<file path="config.mk">
export PLATFORM = sky130hd
export DESIGN_NAME = chunk_adder_flat
export DESIGN_NICKNAME = d
export VERILOG_FILES = /design/src/rtl/chunk_adder_if.sv /design/src/rtl/chunk_adder.sv /design/src/flat_wrapper.sv
export SDC_FILE = /design/constraint.sdc
export NUM_CORES = 1
export LEC_CHECK = 0
export CAP_MARGIN = 10
export CORE_MARGIN = 3
export CORE_UTILIZATION = 34
export DETAILED_ROUTE_END_ITERATION = 6
export SLEW_MARGIN = 20
export SYNTH_ARGS = -nofsm -noshare
export SYNTH_HDL_FRONTEND = slang
export SYNTH_SLANG_ARGS = --single-unit
</file>
<file path="constraint.sdc">
create_clock -name clk -period 4.1 [get_ports clk]
set_input_delay 0.82 -clock clk [delete_from_list [all_inputs] [get_ports clk]]
set_output_delay 0.82 -clock clk [all_outputs]
set_load 0.005 [all_outputs]
</file>
<file path="src/rtl/chunk_adder_if.sv">
// Operand/result bundle for chunk_adder: start/busy/done handshake plus data.
interface chunk_adder_if #(
  parameter int WIDTH = 8
);
  logic             start;
  logic             sub;
  logic             cin;
  logic [WIDTH-1:0] a;
  logic [WIDTH-1:0] b;
  logic             busy;
  logic             done;
  logic [WIDTH-1:0] s;
  logic             cout;
  logic             ovf;

  modport master (
    output start, sub, cin, a, b,
    input  busy, done, s, cout, ovf
  );

  modport slave (
    input  start, sub, cin, a, b,
    output busy, done, s, cout, ovf
  );
endinterface

</file>
<file path="src/rtl/chunk_adder.sv">
// Multi-cycle add/subtract: CHUNK bits per clock with a registered carry,
// reporting carry-out and signed overflow.
//
// state | meaning
// IDLE  | waiting for start; results held
// RUN   | adding chunk k each edge; last chunk publishes results
module chunk_adder #(
  parameter int WIDTH = 8,
  parameter int CHUNK = 2
) (
  input logic         clk,
  input logic         rst,
  chunk_adder_if.slave io
);
  localparam int N  = WIDTH / CHUNK;
  localparam int KW = (N > 1) ? $clog2(N) : 1;
  localparam logic [WIDTH-1:0] CMASK = WIDTH'({CHUNK{1'b1}});

  typedef enum logic {IDLE, RUN} state_t;

  state_t           state, state_nxt;
  logic             accept, last;
  logic [WIDTH-1:0] op_a, op_b, work, work_nxt, s_q;
  logic             carry, cout_q, ovf_q, done_q;
  logic [KW-1:0]    k;
  logic [31:0]      sh;
  logic [CHUNK-1:0] a_chunk, b_chunk;
  logic [CHUNK:0]   chunk_sum;
  logic             msb_cin;

  always_ff @(posedge clk) begin
    if (rst) state <= IDLE;
    else     state <= state_nxt;
  end

  always_comb begin
    state_nxt = state;
    accept    = 1'b0;
    last      = 1'b0;
    case (state)
      IDLE: begin
        if (io.start) begin
          accept    = 1'b1;
          state_nxt = RUN;
        end
      end
      RUN: begin
        if (k == KW'(N - 1)) begin
          last      = 1'b1;
          state_nxt = IDLE;
        end
      end
      default: state_nxt = IDLE;
    endcase
  end

  always_comb begin
    sh        = 32'(k) * 32'(CHUNK);
    a_chunk   = CHUNK'(op_a >> sh);
    b_chunk   = CHUNK'(op_b >> sh);
    chunk_sum = {1'b0, a_chunk} + {1'b0, b_chunk} + (CHUNK + 1)'(carry);
    work_nxt  = (work & ~(CMASK << sh)) | (WIDTH'(chunk_sum[CHUNK-1:0]) << sh);
  end

  // Carry into the MSB comes from inside the top chunk, not its boundary.
  generate
    if (CHUNK == 1) begin : g_msb_single
      assign msb_cin = carry;
    end else begin : g_msb_multi
      logic [CHUNK-1:0] lo_sum;
      assign lo_sum  = {1'b0, a_chunk[CHUNK-2:0]} + {1'b0, b_chunk[CHUNK-2:0]}
                     + CHUNK'(carry);
      assign msb_cin = lo_sum[CHUNK-1];
    end
  endgenerate

  always_ff @(posedge clk) begin
    if (rst) begin
      k      <= '0;
      carry  <= 1'b0;
      op_a   <= '0;
      op_b   <= '0;
      work   <= '0;
      s_q    <= '0;
      cout_q <= 1'b0;
      ovf_q  <= 1'b0;
      done_q <= 1'b0;
    end else begin
      done_q <= last;
      if (accept) begin
        op_a  <= io.a;
        op_b  <= io.sub ? ~io.b : io.b;
        carry <= io.sub | io.cin;
        k     <= '0;
      end else if (state == RUN) begin
        work  <= work_nxt;
        carry <= chunk_sum[CHUNK];
        k     <= last ? '0 : k + 1'b1;
        if (last) begin
          s_q    <= work_nxt;
          cout_q <= chunk_sum[CHUNK];
          ovf_q  <= chunk_sum[CHUNK] ^ msb_cin;
        end
      end
    end
  end

  assign io.busy = (state == RUN);
  assign io.done = done_q;
  assign io.s    = s_q;
  assign io.cout = cout_q;
  assign io.ovf  = ovf_q;
endmodule

</file>
<file path="src/flat_wrapper.sv">
// flat-port wrapper written by rule: the top's interface ports become plain ports
module chunk_adder_flat 
#(
  parameter int WIDTH = 8,
  parameter int CHUNK = 2
)
  (clk, rst, io_start, io_sub, io_cin, io_a, io_b, io_busy, io_done, io_s, io_cout, io_ovf);
  chunk_adder_if #(.WIDTH(WIDTH)) io_i ();
  input logic clk;
  input logic rst;
  input wire logic [$bits(io_i.start)-1:0] io_start;
  input wire logic [$bits(io_i.sub)-1:0] io_sub;
  input wire logic [$bits(io_i.cin)-1:0] io_cin;
  input wire logic [$bits(io_i.a)-1:0] io_a;
  input wire logic [$bits(io_i.b)-1:0] io_b;
  output wire logic [$bits(io_i.busy)-1:0] io_busy;
  output wire logic [$bits(io_i.done)-1:0] io_done;
  output wire logic [$bits(io_i.s)-1:0] io_s;
  output wire logic [$bits(io_i.cout)-1:0] io_cout;
  output wire logic [$bits(io_i.ovf)-1:0] io_ovf;
  assign io_i.start = io_start;
  assign io_i.sub = io_sub;
  assign io_i.cin = io_cin;
  assign io_i.a = io_a;
  assign io_i.b = io_b;
  assign io_busy = io_i.busy;
  assign io_done = io_i.done;
  assign io_s = io_i.s;
  assign io_cout = io_i.cout;
  assign io_ovf = io_i.ovf;
  chunk_adder #(.WIDTH(WIDTH), .CHUNK(CHUNK)) u_core (.clk(clk), .rst(rst), .io(io_i));
endmodule
</file>
==> summary.md <==
| Metric | Value |
|---|---|
| Fraction of layout cells with a size suffix above 1 | 11.0% |
| Number of diodes | 0 |
| FF-to-FF path depth | 6 |
| H-tree depth | 2 |
| IO Port Bufs | 32 |
| DRT iter0 DRCs | 76 |
| Max-slew violations | 0 |
| Final Setup Violations | 0 |
| Final nets | around 240 |
| Post-Synthesis Mean Instance Area | 9.42 um2 |
| Antenna violations before repair | 0 |
| Pre-Repair DR Iteration Count | 4 |
| Synth Net Count | approximately 210 |
| Synth Area in XOR/XNOR | 4.60% |
| Die Height | 77.0 um |
| Setup CP Type | flip-flop to flip-flop |
| Dpl cell area | 0.00204 mm2 |
| Post-Syn Area | 0.00171 mm2 |
| Die footprint | 0.00593 mm2 |
| Number of remaining DRC errors | 0 |
| Largest family of logic cells by synthesized area | simple AND/OR/NAND/NOR gates |
| Crit path arrival time | 2.98 ns |
| Tot Pwr | roughly 760 uW |
| First-pass GRT wire length | 5.97 mm |
| DPL Wire Length | ~2.4 mm |
| CP startpoint kind | flip-flop |
| Row count | 25 |
| GP Congestion | 0.748 |
| Slew HR | 29.4% |
| Total track usage | 12.3% |
| Hold buffer count at CTS | 0 |
| Compound-Gate Fraction of Synth Area | around 17% |
| Vias/cell | 4.83 |
| Cts bufs inserted | 5 |
| RSZ-0062 raised after global routing | no |
| Critical Path Max Stage Delay | 0.67 ns |
| Postcts setup bufs | 0 |
| Die X | 77.0 um |
| Simple-gate share of the synthesized area | 18.3% |
| Clk sinks | 37 |
| Max-cap viol count | 0 |
| CTS tree | built |
| Clock Tree Buf Depth | 2 |
| Pin count of the biggest net entering global routing | 38 |
| Top-area cell type share of the netlist area | 43.2% |
| Hold Path Depth | 2 |
| Seq/Total Area, Yosys | 43.2% |
| Final ANT Viol Nets | 0 |
| Root buffer cell | clkbuf_8 |
| Pwr dens | 357 mW/mm2 |
| Multiplexer share of the synthesized area | around 5.3% |
| Synth Instances | 182 |
| Reg-to-reg slack, setup | between 1 and 1.5 ns |
| Clock Skew | 0.00561 ns |
| Placed instance count | 268 |
| Max Freq | 0.361 GHz |
| # IOs | 33 |
| Clk pin slew, worst setup/hold paths | ~0.070 ns |
| Clk_lat worst skew | 0.29 ns |
| Leak pwr | 0.000742 uW |
| Gr ovfl total | 0 |
| Worst Setup End Kind | flip-flop |
| Cell repeated most along the worst path | fa_1 |
| Status | completed |
| Crit-path cells | mux4_2 -> fa_1 -> fa_1 -> nor2b_1 -> a221oi_1 -> nor3_1 |
| Worst Path Required | 4.31 ns |
| HP Start | u_core.op_a[1] |
| Via count of the first global-routing pass | approximately 1300 |
| R2r endpoint | u_core.io.s[3] |
| Worst vdd ir | 0.154 mV |
| Hold Crit Class | flip-flop to flip-flop |
| Min Tclk post-route | 2.77 ns |
| Total negative slack | 0 ns |
| Initial core utilization | 35.8% |
| Reg-to-Reg Start | u_core.k[1] |
| Worst Hold End | u_core.op_a[1] |
| Finished Layout Cells | 276 |
| Area Growth Syn to Fin | 23.8% |
| Post-CTS sizing | 0 |
| Register bit count reported by yosys | 37 |
| Final Cell Area | 0.00212 mm2 |
| WL per Instance | around 13 um |
| Crit path max-delay cell type | dfxtp_1 |
| Synth unique cells | 28 |
| Synth warn | 0 |
| DR vias | 1332 |
| Area contributors post-synth | dfxtp_1 43%, a211oi_2 5.8%, nand2_1 5.5% |
| Total core area | 0.00479 mm2 |
| Crit share post-route | 67.5% |
| Final hold vios | 0 |
| WL final | 3.50 mm |
| Yosys top cell by area | dfxtp_1 |
| Synth Area in Adders | 5.26% |
| Peak fanout along the critical path | 16 |
| Worst Tran Pin Value | 1.05 ns |
cell type report:
cell class	instances	area [um2]
clock inverters	2	10.0
well taps	67	83.8
fillers	480	2660
repair buffers	34	335
inverters	4	15.0
flip-flops and latches	37	741
multi-input cells	126	865
clock buffers	6	72.6
worst max-delay path by stage:
| stage | endpoint | start |
|---|---|---|
| CTS | u_core.io.s[3] | u_core.k[1] |
| floorplan | u_core.io.s[1] | u_core.k[0] |
| global route | u_core.io.s[1] | u_core.k[1] |
| global placement | u_core.io.s[3] | u_core.k[1] |
| detailed placement | u_core.op_b[7] | io_start |
| finish | u_core.io.s[3] | u_core.k[1] |
cell usage in the layout (no fill, tap or decap), drive strengths merged:
cell type and count:
dfxtp 37, clkdlybuf4s50 32, nand2 25, nor2 25, a21oi 14, xnor2 9, a211oi 9, nor3 6
nor2b 6, clkbuf 6, mux4 4, a221oi 4, a32oi 4, ha 4, inv 4, nand2b 3
nor3b 2, nand4 2, a311oi 2, a22oi 2, fa 2, clkinv 2, buf 2, and2 1
or3 1, o22a 1
power by group:
group	switching [uW]	total [uW]	internal, uW	leakage (uW)
combinational	60.9	120	59.4	0.000395
sequential	14.8	391	376	0.000302
clock	128	246	118	0.0000450
total	203	757	554	0.000742
registers in the layout, summed over array words and instances (netlist names), 2 cells and up:
| register | cells |
|---|---|
| u_core.io.s | 8 |
| u_core.op_a | 8 |
| u_core.op_b | 8 |
| u_core.work | 6 |
| u_core.k | 2 |
kinds of logic (layout without fill, tap and decap cells):
kind of cell,count (synthesis),in the layout
compound gates,36,36
xor+xnor,9,9
fa+ha+maj,6,6
buf+inv,19,46
flops,37,37
mux,4,4
simple gates,71,71
per-layer routing:
layer | up-vias | global-route usage, % | share of wire, %
li1 | 679 | - | -
met1 | 620 | 16.0 | 49
met2 | 28 | 19.6 | 45
met3 | 5 | 3.76 | 4.6
met4 | 0 | 4.09 | 1.1
met5 | - | 0 | 0
synth_stat cells:
master and count:
buf_2 5, buf_4 5, nand4_1 2, nand2_1 25, fa_1 2, a32oi_1 4
a22oi_1 2, clkbuf_1 3, a311oi_1 2, o22a_1 1, nor2b_1 6, or3_1 1
nand2b_1 3, a221oi_1 4, buf_6 2, xnor2_1 9, mux4_2 4, nor3_1 6
nor2_1 25, inv_2 1, a211oi_2 8, inv_1 3, nor3b_1 2, and2_1 1
ha_1 4, a211oi_1 1, a21oi_1 14, dfxtp_1 37
metrics by stage:
step	setup WS [ns]	hold WS, ns	utilization (%)
3_5_place_dp	1.32	0.449	42.6
6_report	1.33	0.456	44.3
4_1_cts	1.34	0.459	44.3
2_1_floorplan	1.55	0.433	-
5_1_grt	1.15	0.483	44.3
3_3_place_gp	1.40	0.443	42.6
critical path, delay by kind of cell (launching register included):
kind | cells | cell delay [ns]
AOI/OAI and AO/OA | 1 | 0.12
adders and majority gates | 2 | 1.02
DFF | 1 | 0.67
muxes | 1 | 0.41
and+or+nand+nor | 2 | 0.47
(Power assumes the default switching activity.)
